$ cat src/rtl/ibus_arbiter_pkg.sv
// Shared types and helpers for the two-master internal-bus arbiter.
package ibus_arbiter_pkg;

  typedef enum logic [1:0] {
    ARB_IDLE = 2'd0,
    ARB_OWN0 = 2'd1,
    ARB_OWN1 = 2'd2
  } ibus_arb_state_t;

  localparam int ARB_FIXED = 0;
  localparam int ARB_RR    = 1;

  // Winner when leaving IDLE. A tie goes to M0 in fixed mode, or to the master
  // that did not complete last in round-robin mode.
  function automatic ibus_arb_state_t pick_owner(input logic req0, input logic req1,
                                                 input logic last_m1, input logic rr);
    if (req0 && req1) begin
      if (rr && !last_m1) return ARB_OWN1;
      return ARB_OWN0;
    end
    if (req0) return ARB_OWN0;
    if (req1) return ARB_OWN1;
    return ARB_IDLE;
  endfunction

  // Grant decision once the current owner has finished (or gone quiet) and is not
  // locking. In fixed mode only M0 may take the bus away from a still-requesting owner.
  function automatic ibus_arb_state_t rearb(input logic own_m1, input logic req_own,
                                            input logic req_oth, input logic rr);
    ibus_arb_state_t own_s;
    ibus_arb_state_t oth_s;
    own_s = own_m1 ? ARB_OWN1 : ARB_OWN0;
    oth_s = own_m1 ? ARB_OWN0 : ARB_OWN1;
    if (req_oth && (rr || own_m1)) return oth_s;
    if (!req_own && req_oth) return oth_s;
    if (!req_own) return ARB_IDLE;
    return own_s;
  endfunction

  function automatic logic [1:0] owner_onehot(input ibus_arb_state_t s);
    case (s)
      ARB_OWN0: return 2'b01;
      ARB_OWN1: return 2'b10;
      default:  return 2'b00;
    endcase
  endfunction

endpackage

$ cat src/rtl/ibus_arbiter.sv
// Two-master IBUS arbiter in front of the bus state controller. M0 is the DMAC,
// M1 the CPU/cache. The granted master is muxed onto the slave port; the other
// master is stalled. LOCK pins the grant so read-modify-write pairs stay atomic.
module ibus_arbiter
  import ibus_arbiter_pkg::*;
#(
  parameter int RR_MODE = ARB_FIXED
) (
  input  logic        CLK,
  input  logic        RST_N,
  input  logic        CE_R,
  input  logic        CE_F,
  input  logic [31:0] M0_A,
  input  logic [31:0] M0_DI,
  input  logic [3:0]  M0_BA,
  input  logic        M0_WE,
  input  logic        M0_REQ,
  input  logic        M0_LOCK,
  output logic [31:0] M0_DO,
  output logic        M0_BUSY,
  input  logic [31:0] M1_A,
  input  logic [31:0] M1_DI,
  input  logic [3:0]  M1_BA,
  input  logic        M1_WE,
  input  logic        M1_REQ,
  input  logic        M1_LOCK,
  output logic [31:0] M1_DO,
  output logic        M1_BUSY,
  output logic [31:0] S_A,
  output logic [31:0] S_DI,
  output logic [3:0]  S_BA,
  output logic        S_WE,
  output logic        S_REQ,
  output logic        S_LOCK,
  input  logic [31:0] S_DO,
  input  logic        S_BUSY,
  output logic [1:0]  OWNER
);

  localparam logic RR = (RR_MODE == ARB_RR);

  ibus_arb_state_t state;
  ibus_arb_state_t next_state;
  logic            acc;       // slave access in flight
  logic            last_m1;   // last completed owner was M1
  logic            own_m1;
  logic            own_req;
  logic            oth_req;
  logic            own_lock;
  logic            done;

  // The falling-phase enable exists only for port uniformity with other IBUS blocks.
  logic unused_ce_f;
  assign unused_ce_f = CE_F;

  // Read data goes to both masters unqualified; BUSY tells each one when it is valid.
  assign M0_DO = S_DO;
  assign M1_DO = S_DO;

  // Slave-port mux, per-master stall and next grant, all from the current owner.
  always_comb begin
    // NOTE: every signal written here gets a default first, so no path can infer a latch.
    own_m1     = (state == ARB_OWN1);
    own_req    = own_m1 ? M1_REQ  : M0_REQ;
    oth_req    = own_m1 ? M0_REQ  : M1_REQ;
    own_lock   = own_m1 ? M1_LOCK : M0_LOCK;
    done       = CE_R & acc & ~S_BUSY;
    S_A        = '0;
    S_DI       = '0;
    S_BA       = '0;
    S_WE       = 1'b0;
    S_REQ      = 1'b0;
    S_LOCK     = 1'b0;
    M0_BUSY    = M0_REQ;
    M1_BUSY    = M1_REQ;
    next_state = state;

    if (state == ARB_IDLE) begin
      next_state = pick_owner(M0_REQ, M1_REQ, last_m1, RR);
    end else begin
      S_A    = own_m1 ? M1_A    : M0_A;
      S_DI   = own_m1 ? M1_DI   : M0_DI;
      S_BA   = own_m1 ? M1_BA   : M0_BA;
      S_WE   = own_m1 ? M1_WE   : M0_WE;
      S_LOCK = own_lock;
      // Dropping the request on the completing cycle keeps the BSC from seeing
      // a spurious new access before ACC has cleared.
      S_REQ  = own_req & ~done;
      // The issue cycle itself is never a completion, even if the BSC is not busy.
      if (own_m1) M1_BUSY = own_req & (~acc | S_BUSY);
      else        M0_BUSY = own_req & (~acc | S_BUSY);
      if ((done || (!acc && !own_req)) && !own_lock)
        next_state = rearb(own_m1, own_req, oth_req, RR);
    end
  end

  // Grant, access-in-flight and round-robin history; everything advances only on CE_R.
  always_ff @(posedge CLK or negedge RST_N) begin
    if (!RST_N) begin
      state   <= ARB_IDLE;
      acc     <= 1'b0;
      last_m1 <= 1'b1;
      OWNER   <= 2'b00;
    end else if (CE_R) begin
      // NOTE: non-blocking assignments so every register samples pre-edge values.
      state <= next_state;
      OWNER <= owner_onehot(next_state);
      if (done) begin
        acc     <= 1'b0;
        last_m1 <= own_m1;
      end else if (S_REQ && !acc) begin
        acc <= 1'b1;
      end
    end
  end

endmodule

$ cat config.mk
export PLATFORM = sky130hd
export DESIGN_NAME = ibus_arbiter
export DESIGN_NICKNAME = d
export VERILOG_FILES = /design/src/rtl/ibus_arbiter_pkg.sv /design/src/rtl/ibus_arbiter.sv
export SDC_FILE = /design/constraint.sdc
export NUM_CORES = 1
export LEC_CHECK = 0
export ABC_AREA = 1
export CAP_MARGIN = 20
export CORE_AREA = 2 2 124 126
export CTS_BUF_LIST = sky130_fd_sc_hd__clkbuf_16
export DETAILED_ROUTE_END_ITERATION = 10
export DIE_AREA = 0 0 126 128
export GPL_TIMING_DRIVEN = 0
export PLACE_DENSITY = 0.49
export REMOVE_ABC_BUFFERS = 1
export SYNTH_ARGS = -nofsm -noshare
export SYNTH_HDL_FRONTEND = slang
export SYNTH_SLANG_ARGS = --single-unit
export TNS_END_PERCENT = 100
$ cat constraint.sdc
create_clock -name CLK -period 1.7 [get_ports CLK]
set_clock_uncertainty 0.15 [all_clocks]
set_input_delay 0.34 -clock CLK [delete_from_list [all_inputs] [get_ports CLK]]
set_output_delay 0.34 -clock CLK [all_outputs]
set_load 0.01 [all_outputs]
Word-level counts from Yosys, hierarchy flattened
Cells that the tools add are included.
{"block": "word_totals", "ff_bits": 5, "latchBits": 0, "ramBits": 0, "romBits": 0, "in_bits": 179, "output_inout_bits": 139, "elab_cells": 84, "n_memories": 0}
{"block": "classes", "add_sub_neg": 0, "multipliers": 0, "div_mod_pow": 0, "n_lt_le_gt_ge": 0, "n_eq_ne": 3, "n_shift": 0, "muxes": 57, "n_bitwise": 8, "n_reduce_logical": 13}
{"operator": "32-bit two-way mux", "count": 4}
{"operator": "1-bit two-way mux", "count": 34}
{"operator": "2-bit two-way mux", "count": 16}
{"operator": "4-bit two-way mux", "count": 2}
{"operator": "1-bit logical AND", "count": 6}
{"operator": "1-bit bitwise AND", "count": 4}
{"operator": "2-bit == test (second input constant)", "count": 2}
{"operator": "2-bit one-hot mux with 2 select lines", "count": 1}
{"operator": "1-bit logical NOT", "count": 3}
{"operator": "1-bit NOT", "count": 3}
{"operator": "2-bit by 1-bit == test with 1-bit output (second input constant)", "count": 1}
{"operator": "2-bit logical NOT", "count": 1}
{"operator": "2-bit AND reduction", "count": 1}
{"operator": "2-bit nonzero test", "count": 1}
{"operator": "1-bit logical OR", "count": 1}
{"operator": "1-bit bitwise OR", "count": 1}

Logic depth before layout (Yosys ltp)
{"block": "depth", "word_depth": 22, "mapped_depth": 12, "depth_no_buf": 11}

Worst setup path after synthesis
OpenSTA, ideal clock, no wires.
{"block": "synth_timing", "kind": "reg-to-output", "startpoint": "register state[0]", "endpoint": "output port S_A[0]", "arrival_time_ns": 1.047, "t_required_ns": 1.210, "slack_ns": 0.163, "stages_incl_launch_ff": 7, "path_buffers": 2, "path_cell_list": "dfrtp_1 buf_6 inv_4 nand2_2 inv_2 buf_2 a22o_1"}
{"block": "synth_between", "elab_chain_cells": 3, "word_cells_on_any_way": 4, "classes_between": "eq/ne (1); mux (2); reduce/logical (1)"}
{"item": "start, declared", "line_no": "ibus_arbiter.sv:42", "source": "ibus_arb_state_t state;"}
{"item": "start signal, assigned", "line_no": "ibus_arbiter.sv:106", "source": "state <= next_state;"}
{"item": "2-bit == test", "line_no": "ibus_arbiter.sv:63", "source": "own_m1 = (state == ARB_OWN1);"}
{"item": "32-bit two-way mux", "line_no": "ibus_arbiter.sv:81", "source": "S_A = own_m1 ? M1_A : M0_A;"}
{"item": "32-bit two-way mux (*)", "line_no": "ibus_arbiter.sv:78", "source": "if (state == ARB_IDLE) begin"}
{"item": "end, declared", "line_no": "ibus_arbiter.sv:29", "source": "output logic [31:0] S_A,"}
Mark *: on every way between the ends. The rest lies on a longest branch, timed or not.

Worst setup path in the final report
{"block": "layout_timing", "startpoint": "register state[0]", "endpoint": "output port S_A[16]"}
The elaborated chain is that of the path after synthesis.

==> results.md <==
- Status: finished, violations left
- Violations in the final reports: negative setup slack
- WL/cell: about 22 µm
- Die height: approximately 130 µm
- Critical R2R Capture: OWNER[1]$_DFFE_PN0P_
- Die W: 126 µm
- DR iter-0 viols: between 100 and 150
- WP data required: about 1.2 ns
- Initial antenna violation count: 0
- Leak pwr: around 1.7 nW
- Critical path arrival: between 1.5 and 2 ns
- Post-Layout Cell Count: around 570
- Unrepaired setup endpoints after global routing: true
- Slowest stage cell, crit path: dfrtp_4
- Multi-input gate area: 879.6 µm²
- Mapped Area: approximately 0.0015 mm²
- Critical Path Source: state[0]$_DFFE_PN0P_
- CP max stage delay: slightly below 0.5 ns
- Reg2reg setup slack: -0.32 ns
- Pwr Density: around 960 mW/mm²
- Worst reg2reg startpoint: state[0]$_DFFE_PN0P_
- Most frequent cells in the layout: clkdlybuf4s50_1, a22o_1, buf_2
- Fin. Hold Viols: 0
- Seq/Total Area, Yosys: about 8%
- H-tree levels: 1
- Final Setup Violations: between 70 and 80
- Nets: ~560
- Crit-path max FO: 6
- Post-Syn Area per Cell: about 7.5 µm²
- Fin crit period: ~2.1 ns
- FP Rows: 45
- Routability cong.: about 0.76
- Via density: between 4 and 5
- Relative slew slack: between 70% and 80%
- Synth area leaders: a22o_1, buf_4, dfrtp_1, nand2_1, nand2_2
- Max-Cap Viols: 0
- CP top delay family: buffers and inverters
- CP Cell Sequence: buf_16 > inv_8 > nand2_8 > inv_8 > buf_8 > buf_6 > a22o_1 > buf_2
- Vias post-DR: 2372
- Detail Route Antenna Nets: 0
- Share of layout cells above drive strength 1: between 30% and 40%
- Vias in the first global route: between 2k and 2.5k
- Hold/Removal Path Class: in -> async
- DP Cell Count: 533
- Worst Setup Start Kind: flop
- Pin count of the biggest net entering global routing: 25
- First-pass GRT wire length: roughly 16000 µm
- Pint: approximately 2.2 mW
- Worst r2r path cells: 14
- Total global-route track usage: a little over an eighth
- Area leader, netlist: a22o_1
- Syn. warnings: 0
- Top cell type's share of synthesized area: approximately two fifths
- Worst setup path class: reg -> out
- Actual slew at the worst max-slew pin: between 0.3 and 0.4 ns
- CTS tree: yes
- Clk pwr share: between 10% and 20%
- Switching part of the total: roughly two fifths
- Cell mode on critical path: inv_8
- Die area: between 0.015 and 0.02 mm²
- Setup WS post-layout: -0.4357 ns
- Switching power: between 1.5 and 2 mW
- TritonCTS Buffers: 3
- Final core utilization: between 20% and 30%
- Flop pwr share: under 10%
- Skew-Pair Late Insertion Delay: 0.23 ns
- Area growth syn-to-layout: 153.5%
- DP HPWL: roughly 8600 µm
- Ports: between 300 and 400
- # diodes: 0
- Residual DRC: 0
- Max rail drop VDD: a little under 0.0006 V
- FF/Latch Area: 128.9 µm²
- Power share of the combinational group: 83.7%
- Filler cell count: 1609
- Global route total overflow: 0
- Initial core utilization: between 10% and 20%
- Bufs and invs on worst path: 6
- Root Buffer: clkbuf_16
- Critical Path Sink Type: output port
- Max Clk Rate: between 400 and 500 MHz
- Hold-fix buffer count after cts: 0
- Commonest non-fill, non-tap cell in the layout: clkdlybuf4s50_1
- Max-slew violations: 0
- Clock sinks: 5
- I/O Buffers: 220
- Clk slew on worst S/H paths: approximately 0.040 ns
- Number of synthesized register bits: 5
- DR pass1 iterations: 4
- WL final: about 13000 µm
- Synth cell types: 18
- Stages on worst setup path: 8
- Final Cycle Share: 125.6%
- Core area: ~0.015 mm²
- Gate Count Post-Synth: about 200
- Clock Tree Buf Depth: 2
==> through the flow <==
| step | area [µm²] | hold WS (ns) | power (mW) | worst slack [ns] | setup TNS [ns] |
|---|---|---|---|---|---|
| final | 3882 | 0.1875 | 3.714 | -0.4357 | -27.41 |
| after global routing | 3882 | 0.2064 | 3.914 | -0.5156 | -31.48 |
| after CTS | 3821 | 0.1931 | 3.616 | -0.4948 | -29.09 |
| after detailed placement | 3446 | 0.3231 | 2.686 | -1.379 | -91.35 |
| after global placement | 3405 | 0.3252 | 2.642 | -2.487 | -185.00 |
| after floorplan | 967.2 | -0.1056 | 1.216 | -1.010 | -75.31 |
==> synthesized netlist by cell type <==
| library cell | count |
|---|---|
| a22o_1 | 69 |
| buf_4 | 64 |
| nand2_1 | 13 |
| a21oi_1 | 7 |
| buf_2 | 7 |
| clkbuf_1 | 7 |
| inv_1 | 7 |
| nand2_2 | 6 |
| dfrtp_1 | 5 |
| nand3_1 | 5 |
| nor2_1 | 4 |
| buf_6 | 2 |
| o21ai_1 | 2 |
| a31o_2 | 1 |
| inv_2 | 1 |
| inv_4 | 1 |
| nand3_2 | 1 |
| nor2_4 | 1 |
==> repair_timing <==
item / CTS / global route
pin swaps: 7 / 25
buffers inserted: 21 / 5
gates resized for setup: 316 / 40
gates cloned: 8 / 3
endpoints found under the setup margin: 78 / 77
==> final cells by class <==
| type | instances | area share [%] |
|---|---|---|
| repair buffers | 254 | 63.81 |
| multi-input cells | 109 | 22.66 |
| well taps | 188 | 6.059 |
| flip-flops and latches | 5 | 3.319 |
| clock buffers | 3 | 1.934 |
| inverters | 9 | 1.257 |
| repair inverters | 2 | 0.8379 |
| clock inverters | 1 | 0.1289 |
==> cells by family (layout without fill, tap and decap cells) <==
group	after synthesis	in the layout	synth area share, %
simple gates	30	30	9.640
compound gates	79	79	42.97
flops	5	5	8.170
buf+inv	89	269	39.22
==> sequential cells by signal, indices dropped and copies added, names as in the netlist <==
name / flops
acc: 1
state: 2
OWNER: 2
==> routing by layer <==
layer | GRT usage, % | share of wire [%]
met1 | 17.48 | 41
met2 | 19.73 | 44
met3 | 8.431 | 14
met4 | 1.357 | 0.29
met5 | 7.121 | 0.92
==> power groups by stage <==
stage / Combinational, mW / Sequential, mW / Clock, mW
2_1_floorplan: 0.932 / 0.284 / 0
3_5_place_dp: 2.44 / 0.246 / 0
4_1_cts: 3.01 / 0.214 / 0.390
5_1_grt: 3.29 / 0.223 / 0.398
6_report: 3.11 / 0.217 / 0.387
3_3_place_gp: 2.31 / 0.336 / 0
==> worst max path at each step <==
stage | to | slack, ns
after global placement | S_A[16] | -2.49
after detailed placement | S_BA[3] | -1.38
after CTS | S_A[25] | -0.49
after global routing | S_A[16] | -0.52
after floorplan | M1_BUSY | -1.01
final | S_A[16] | -0.44
(Power assumes the default switching activity.)
